**config.mk**
```make
export PLATFORM = sky130hd
export DESIGN_NAME = icebreaker_7sd_ctrl_flat
export DESIGN_NICKNAME = d
export VERILOG_FILES = /design/src/rtl/icebreaker_7sd_ctrl_pkg.sv /design/src/rtl/icebreaker_7sd_ctrl_if.sv /design/src/rtl/icebreaker_7sd_ctrl_hex7seg.sv /design/src/rtl/icebreaker_7sd_ctrl.sv /design/src/flat_wrapper.sv
export SDC_FILE = /design/constraint.sdc
export NUM_CORES = 1
export LEC_CHECK = 0
export CAP_MARGIN = 10
export CORE_ASPECT_RATIO = 1.75
export CORE_MARGIN = 2
export CORE_UTILIZATION = 48
export DETAILED_ROUTE_END_ITERATION = 10
export GPL_ROUTABILITY_DRIVEN = 0
export GPL_TIMING_DRIVEN = 1
export PLACE_DENSITY = 0.79
export SYNTH_ARGS = -nofsm -noshare
export SYNTH_HDL_FRONTEND = slang
export SYNTH_SLANG_ARGS = --single-unit
```
**constraint.sdc**
```tcl
create_clock -name clk -period 2 [get_ports clk]
set_input_delay 0.4 -clock clk [delete_from_list [all_inputs] [get_ports clk]]
set_output_delay 0.4 -clock clk [all_outputs]
set_load 0.02 [all_outputs]
```
**src/rtl/icebreaker_7sd_ctrl_pkg.sv**
```systemverilog
// Shared constants for the 7-segment display register block: register map,
// CTRL bit positions, blank pattern and the active-low hex font.
package icebreaker_7sd_pkg;

  typedef enum logic [1:0] {
    REG_DATA   = 2'd0,
    REG_CTRL   = 2'd1,
    REG_STATUS = 2'd2,
    REG_RSVD   = 2'd3
  } reg_e;

  localparam int CTRL_EN    = 0;
  localparam int CTRL_BLINK = 1;
  localparam int CTRL_RAW   = 2;
  localparam int CTRL_LZB   = 3;

  localparam logic [6:0] SEG_BLANK = 7'h7F;

  // Active-low segments, bit0 = seg A .. bit6 = seg G
  localparam logic [6:0] HEX_FONT [16] = '{
    7'h40, 7'h79, 7'h24, 7'h30, 7'h19, 7'h12, 7'h02, 7'h78,
    7'h00, 7'h10, 7'h08, 7'h03, 7'h46, 7'h21, 7'h06, 7'h0E
  };

endpackage

```
**src/rtl/icebreaker_7sd_ctrl_if.sv**
```systemverilog
// Wishbone classic slave bus bundle for the display register block.
interface icebreaker_7sd_ctrl_if;
  logic [3:0]  wb_adr_i;
  logic [31:0] wb_dat_i;
  logic [3:0]  wb_sel_i;
  logic        wb_we_i;
  logic        wb_stb_i;
  logic        wb_cyc_i;
  logic [31:0] wb_dat_o;
  logic        wb_ack_o;

  modport master (
    output wb_adr_i, wb_dat_i, wb_sel_i, wb_we_i, wb_stb_i, wb_cyc_i,
    input  wb_dat_o, wb_ack_o
  );

  modport slave (
    input  wb_adr_i, wb_dat_i, wb_sel_i, wb_we_i, wb_stb_i, wb_cyc_i,
    output wb_dat_o, wb_ack_o
  );
endinterface

```
**src/rtl/icebreaker_7sd_ctrl_hex7seg.sv**
```systemverilog
// Nibble to active-low 7-segment pattern, purely combinational.
module hex7seg_decode
  import icebreaker_7sd_pkg::*;
(
  input  logic [3:0] nib,
  output logic [6:0] seg
);
  assign seg = HEX_FONT[nib];
endmodule

```
**src/rtl/icebreaker_7sd_ctrl.sv**
```systemverilog
// Wishbone register block feeding the 7-segment PMOD mux: holds DATA/CTRL,
// decodes two hex digits, blanks a leading zero and blinks the display.
module icebreaker_7sd_ctrl
  import icebreaker_7sd_pkg::*;
#(
  parameter int BLINK_W = 23
) (
  input  logic                 clk,
  input  logic                 rstz,
  icebreaker_7sd_ctrl_if.slave wb,
  output logic [6:0]           a,
  output logic [6:0]           b,
  output logic                 en
);

  logic [15:0]        data_q, data_nxt;
  logic [3:0]         ctrl_q, ctrl_nxt;
  logic [BLINK_W-1:0] cnt_q;
  logic               phase_q;
  logic               ack_q;
  logic [31:0]        dat_q, rdata;
  logic               acc, wr;
  reg_e               idx;
  logic [6:0]         seg_hi, seg_lo, a_nxt, b_nxt;
  logic               unused_ok;

  assign idx = reg_e'(wb.wb_adr_i[3:2]);
  // A new access is accepted only when ack is low, so a held strobe acks every other cycle
  assign acc = wb.wb_cyc_i & wb.wb_stb_i & ~ack_q;
  assign wr  = acc & wb.wb_we_i;

  assign wb.wb_ack_o = ack_q;
  assign wb.wb_dat_o = dat_q;

  assign unused_ok = ^{wb.wb_adr_i[1:0], wb.wb_dat_i[31:16], wb.wb_sel_i[3:2], data_q[15]};

  // Byte-lane merge of bus writes into DATA and CTRL
  always_comb begin
    data_nxt = data_q;
    ctrl_nxt = ctrl_q;
    if (wr && idx == REG_DATA) begin
      if (wb.wb_sel_i[0]) data_nxt[7:0]  = wb.wb_dat_i[7:0];
      if (wb.wb_sel_i[1]) data_nxt[15:8] = wb.wb_dat_i[15:8];
    end
    if (wr && idx == REG_CTRL && wb.wb_sel_i[0]) ctrl_nxt = wb.wb_dat_i[3:0];
  end

  // Read mux; unimplemented bits and the reserved slot read as zero
  always_comb begin
    rdata = '0;
    case (idx)
      REG_DATA:   rdata[15:0] = data_q;
      REG_CTRL:   rdata[3:0]  = ctrl_q;
      REG_STATUS: rdata[0]    = phase_q;
      default:    rdata       = '0;
    endcase
  end

  // Blink timer: counts only while blink is on now and stays on; a write
  // clearing blink snaps the phase back to "on" on the commit edge
  always_ff @(posedge clk) begin
    if (!rstz) begin
      cnt_q   <= '0;
      phase_q <= 1'b1;
    end else if (!ctrl_q[CTRL_BLINK] || !ctrl_nxt[CTRL_BLINK]) begin
      cnt_q   <= '0;
      phase_q <= 1'b1;
    end else begin
      cnt_q <= cnt_q + BLINK_W'(1);
      if (&cnt_q) phase_q <= ~phase_q;
    end
  end

  hex7seg_decode u_dec_hi (.nib(data_q[7:4]), .seg(seg_hi));
  hex7seg_decode u_dec_lo (.nib(data_q[3:0]), .seg(seg_lo));

  // Pattern select: raw/hex, leading-zero blank on digit A, blink-off blank
  always_comb begin
    a_nxt = seg_hi;
    b_nxt = seg_lo;
    if (ctrl_q[CTRL_RAW]) begin
      a_nxt = data_q[6:0];
      b_nxt = data_q[14:8];
    end else if (ctrl_q[CTRL_LZB] && data_q[7:4] == 4'h0) begin
      a_nxt = SEG_BLANK;
    end
    if (!phase_q) begin
      a_nxt = SEG_BLANK;
      b_nxt = SEG_BLANK;
    end
  end

  // Register state, bus response and display outputs
  always_ff @(posedge clk) begin
    if (!rstz) begin
      data_q <= '0;
      ctrl_q <= '0;
      ack_q  <= 1'b0;
      dat_q  <= '0;
      a      <= SEG_BLANK;
      b      <= SEG_BLANK;
      en     <= 1'b0;
    end else begin
      data_q <= data_nxt;
      ctrl_q <= ctrl_nxt;
      ack_q  <= acc;
      dat_q  <= acc ? rdata : '0;
      a      <= a_nxt;
      b      <= b_nxt;
      en     <= ctrl_q[CTRL_EN];
    end
  end

endmodule

```
**src/flat_wrapper.sv**
```systemverilog
// flat-port wrapper written by rule: the top's interface ports become plain ports
module icebreaker_7sd_ctrl_flat import icebreaker_7sd_pkg::*;
#(
  parameter int BLINK_W = 23
)
  (clk, rstz, a, b, en, wb_wb_adr_i, wb_wb_dat_i, wb_wb_sel_i, wb_wb_we_i, wb_wb_stb_i, wb_wb_cyc_i, wb_wb_dat_o, wb_wb_ack_o);
  icebreaker_7sd_ctrl_if wb_i ();
  input  logic clk;
  input  logic rstz;
  output logic [6:0] a;
  output logic [6:0] b;
  output logic en;
  input wire logic [$bits(wb_i.wb_adr_i)-1:0] wb_wb_adr_i;
  input wire logic [$bits(wb_i.wb_dat_i)-1:0] wb_wb_dat_i;
  input wire logic [$bits(wb_i.wb_sel_i)-1:0] wb_wb_sel_i;
  input wire logic [$bits(wb_i.wb_we_i)-1:0] wb_wb_we_i;
  input wire logic [$bits(wb_i.wb_stb_i)-1:0] wb_wb_stb_i;
  input wire logic [$bits(wb_i.wb_cyc_i)-1:0] wb_wb_cyc_i;
  output wire logic [$bits(wb_i.wb_dat_o)-1:0] wb_wb_dat_o;
  output wire logic [$bits(wb_i.wb_ack_o)-1:0] wb_wb_ack_o;
  assign wb_i.wb_adr_i = wb_wb_adr_i;
  assign wb_i.wb_dat_i = wb_wb_dat_i;
  assign wb_i.wb_sel_i = wb_wb_sel_i;
  assign wb_i.wb_we_i = wb_wb_we_i;
  assign wb_i.wb_stb_i = wb_wb_stb_i;
  assign wb_i.wb_cyc_i = wb_wb_cyc_i;
  assign wb_wb_dat_o = wb_i.wb_dat_o;
  assign wb_wb_ack_o = wb_i.wb_ack_o;
  icebreaker_7sd_ctrl #(.BLINK_W(BLINK_W)) u_core (.clk(clk), .rstz(rstz), .wb(wb_i), .a(a), .b(b), .en(en));
endmodule
```
==> results.json <==
{
  "setup_viol": 0,
  "ys_seq_area_frac": 0.4337,
  "dp_slack_ps": -0.4179,
  "postCtsSetupRepairBufs": 0,
  "cp-startpoint": "u_core.data_q[0]$_SDFFE_PN0P_",
  "num-fill-cells": 625,
  "grt.met2_usage": 0.3718,
  "crit_path_end_kind": "register",
  "viasPerCell": 5.366,
  "ys.flop_type": "dfxtp_1",
  "clk_pin_slew_ps": 60,
  "hold_class": "reg2reg",
  "die_h_um": 117.1,
  "ctsResizeCount": 0,
  "clock_latency_ps": 330,
  "cts_buffers": 9,
  "drtAntennaViolNets": 0,
  "ir_drop_v": 0.0006394,
  "cts_root_buf": "clkbuf_16",
  "worst_pin_slew_ps": 901.0,
  "start_kind": "register",
  "cap_violations": 0,
  "clock_sinks": 76,
  "cts.hold.buffers_added": 0,
  "cp_max_fo": 7,
  "critical_path_arrival_ps": 1980,
  "drc": 0,
  "post_dp_cell_area_um2": 4141,
  "wl_per_cell_um": 13.60,
  "port_buffers": 56,
  "first_global_vias": 2891,
  "synth_warnings": 0,
  "yosys_register_bits": 76,
  "drt_pass1_iterations": 4,
  "required_ps": 2220,
  "hold_viol_final": 0,
  "fmax_mhz": 569.2,
  "synth-edff-count": 0,
  "r2r_start": "u_core.data_q[0]$_SDFFE_PN0P_",
  "dpl.hpwl_um": 5474,
  "finalCritPeriodShare": 0.8784,
  "grt_pass1_wl_um": 12500,
  "nets": 519,
  "core-area_um2": 7131,
  "hp-start": "u_core.data_q[15]$_SDFFE_PN0P_",
  "grt_most_used_layer": "met2",
  "min_to": "u_core.wb.wb_dat_o[15]$_SDFF_PN0_",
  "die_w_um": 68.63,
  "grt_max_degree": 32,
  "antenna_found_initial": 0,
  "r2r-end": "u_core.b[3]$_SDFF_PN1_",
  "r2r_slack_ps": 240,
  "status": "finished, final reports clean",
  "grtUsageMet3": 0.05163,
  "setup_ws_ps": 243.1,
  "synth_area_um2": 3508,
  "postSynthCellCount": 399,
  "cts_buffer_depth": 2,
  "n_antenna_cell": 0,
  "synth.distinct_cells": 47,
  "hold_path_depth": 1,
  "vias": 2962,
  "cts_tree": "done",
  "slew_viol_final": 0,
  "final_area_um2": 4444,
  "rows": 41,
  "critical_path_class": "reg2reg",
  "num_io_pins": 93,
  "drtIter0Drc": 292,
  "powerDensity_nw_per_um2": 755.6,
  "syn_to_final_growth_pct": 26.68,
  "start_util": 0.4920,
  "slew_headroom": 0.3985,
  "fin_worst_skew_ps": 5.274,
  "period_minus_slack_ps": 1757,
  "power.leakage_nw": 1.730,
  "wirelength_um": 7506,
  "grt_overflow": 0,
  "seq_area_um2": 1521,
  "die_area_um2": 8036,
  "r2r_cells": 6,
  "drive_gt1_frac": 0.08584,
  "grt_usage": 0.2089,
  "rsz0062_at_grt": "false",
  "synth_area_per_cell_um2": 8.793,
  "synth-async-reset-ratio": 0,
  "ctsHtreeMaxLevel": 3,
  "grt.met1_usage": 0.2161,
  "multi_input_area_um2": 1775
}
## logic make-up (layout without fill, tap and decap cells)
| group | count (synthesis) | after routing | share of synthesized area |
|---|---|---|---|
| AO/OA/AOI/OAI | 66 | 66 | 0.1120 |
| XOR/XNOR | 14 | 14 | 0.03495 |
| adder cells (fa/ha/maj) | 13 | 13 | 0.04636 |
| buffers and inverters | 49 | 101 | 0.07632 |
| flip-flops | 76 | 76 | 0.4337 |
| multiplexers | 16 | 16 | 0.04921 |
| other | 1 | 16 | 0.001069 |
| AND/OR/NAND/NOR | 164 | 164 | 0.2464 |
## final cells by class
cell class / count / area share
clock buffer: 10 / 0.05377
clock inverter: 6 / 0.01436
inverter: 11 / 0.009291
multi-input combinational: 289 / 0.3995
sequential: 76 / 0.3423
tap: 86 / 0.02421
timing repair buffer: 74 / 0.1565
## synth_stat cells (all sizes together) (3+ instances only)
master,instances,share of area
a211oi,3,0.0064
or3,6,0.012
a21oi,13,0.019
o21ai,32,0.046
nand3,27,0.039
inv,11,0.012
nand2,43,0.046
mux2i,15,0.043
and2,13,0.023
dfxtp,76,0.43
and4b,3,0.0089
nor2b,10,0.018
nor3,4,0.0057
nand2b,3,0.0054
xnor2,3,0.0075
nor2,23,0.025
ha,13,0.046
o211ai,6,0.013
xor2,11,0.027
nand4,18,0.034
clkbuf,17,0.019
and3,5,0.0093
buf,21,0.046
nor4,3,0.0054
## critical path, stage by stage, from the launching register on
cell and delay, ps:
dfxtp_1 450, inv_1 150, ha_1 300, inv_1 50
mux4_2 480, mux2i_1 150, nand2_1 80
## cells in the final DEF (no fill, tap or decap), drive strengths merged, types with 2 or more instances in the layout
| cell | n |
|---|---|
| ha | 13 |
| nor3 | 4 |
| and4 | 2 |
| or3 | 6 |
| nor2 | 23 |
| a211oi | 3 |
| clkinvlp | 2 |
| a21o | 2 |
| nand4b | 2 |
| nand2b | 3 |
| o21ai | 32 |
| a221oi | 2 |
| nand4 | 18 |
| and3 | 5 |
| o211ai | 6 |
| and2 | 13 |
| nor2b | 10 |
| nor4 | 3 |
| conb | 16 |
| mux2i | 15 |
| clkdlybuf4s50 | 56 |
| dfxtp | 76 |
| nand3 | 27 |
| clkbuf | 10 |
| and4b | 3 |
| xor2 | 11 |
| xnor2 | 3 |
| inv | 11 |
| a21oi | 13 |
| clkinv | 3 |
| nand2 | 43 |
| buf | 18 |
## routing by layer
| metal | vias up | part of all wire | wire (µm) |
|---|---|---|---|
| li1 | 1479 | - | - |
| met4 | 0 | 0.024 | 178 |
| met2 | 75 | 0.56 | 4195 |
| met1 | 1393 | 0.38 | 2849 |
| met3 | 15 | 0.038 | 282 |
| met5 | - | 0 | 0 |
## through the flow
stage | setup TNS (ps) | util | instances | hold slack (ps) | total power [mW]
2_1_floorplan | 0 | - | 414 | 429.4 | 1.696
3_3_place_gp | 0 | 0.5808 | 536 | 436.9 | 1.780
3_5_place_dp | -0.4179 | 0.5808 | 536 | 445.4 | 1.783
4_1_cts | 0 | 0.6233 | 552 | 457.5 | 3.384
5_1_grt | 0 | 0.6233 | 552 | 471.0 | 3.470
6_report | 0 | 0.6233 | 552 | 452.7 | 3.358
## power breakdown
group          leakage (nW)  internal [mW]  switching (mW)
logic                 0.969          0.101           0.107
registers             0.617           1.53         0.00872
clock network         0.144          0.996           0.612
total                  1.73           2.63           0.728
## worst max-delay path by stage
stage                                          endpoint  slack [ps]  depth (start not counted)
after floorplan                  u_core.b[3]$_SDFF_PN1_         400                          6
after global placement      u_core.cnt_q[19]$_SDFF_PP0_          50                          5
after detailed placement  u_core.ctrl_q[0]$_SDFFE_PN0N_        -0.4                          5
after CTS                        u_core.b[3]$_SDFF_PN1_         220                          6
after global routing             u_core.a[6]$_SDFF_PN1_          90                          6
final                            u_core.b[3]$_SDFF_PN1_         240                          6
## state kept, by name, indices dropped and copies added, names as in the netlist
name,flops
u_core.cnt_q,23
u_core.data_q,16
u_core.wb.wb_dat_o,16
u_core.a,7
u_core.b,7
u_core.ctrl_q,4
u_core.en,1
u_core.phase_q,1
u_core.wb.wb_ack_o,1
Power figures use the tool's default switching activity.
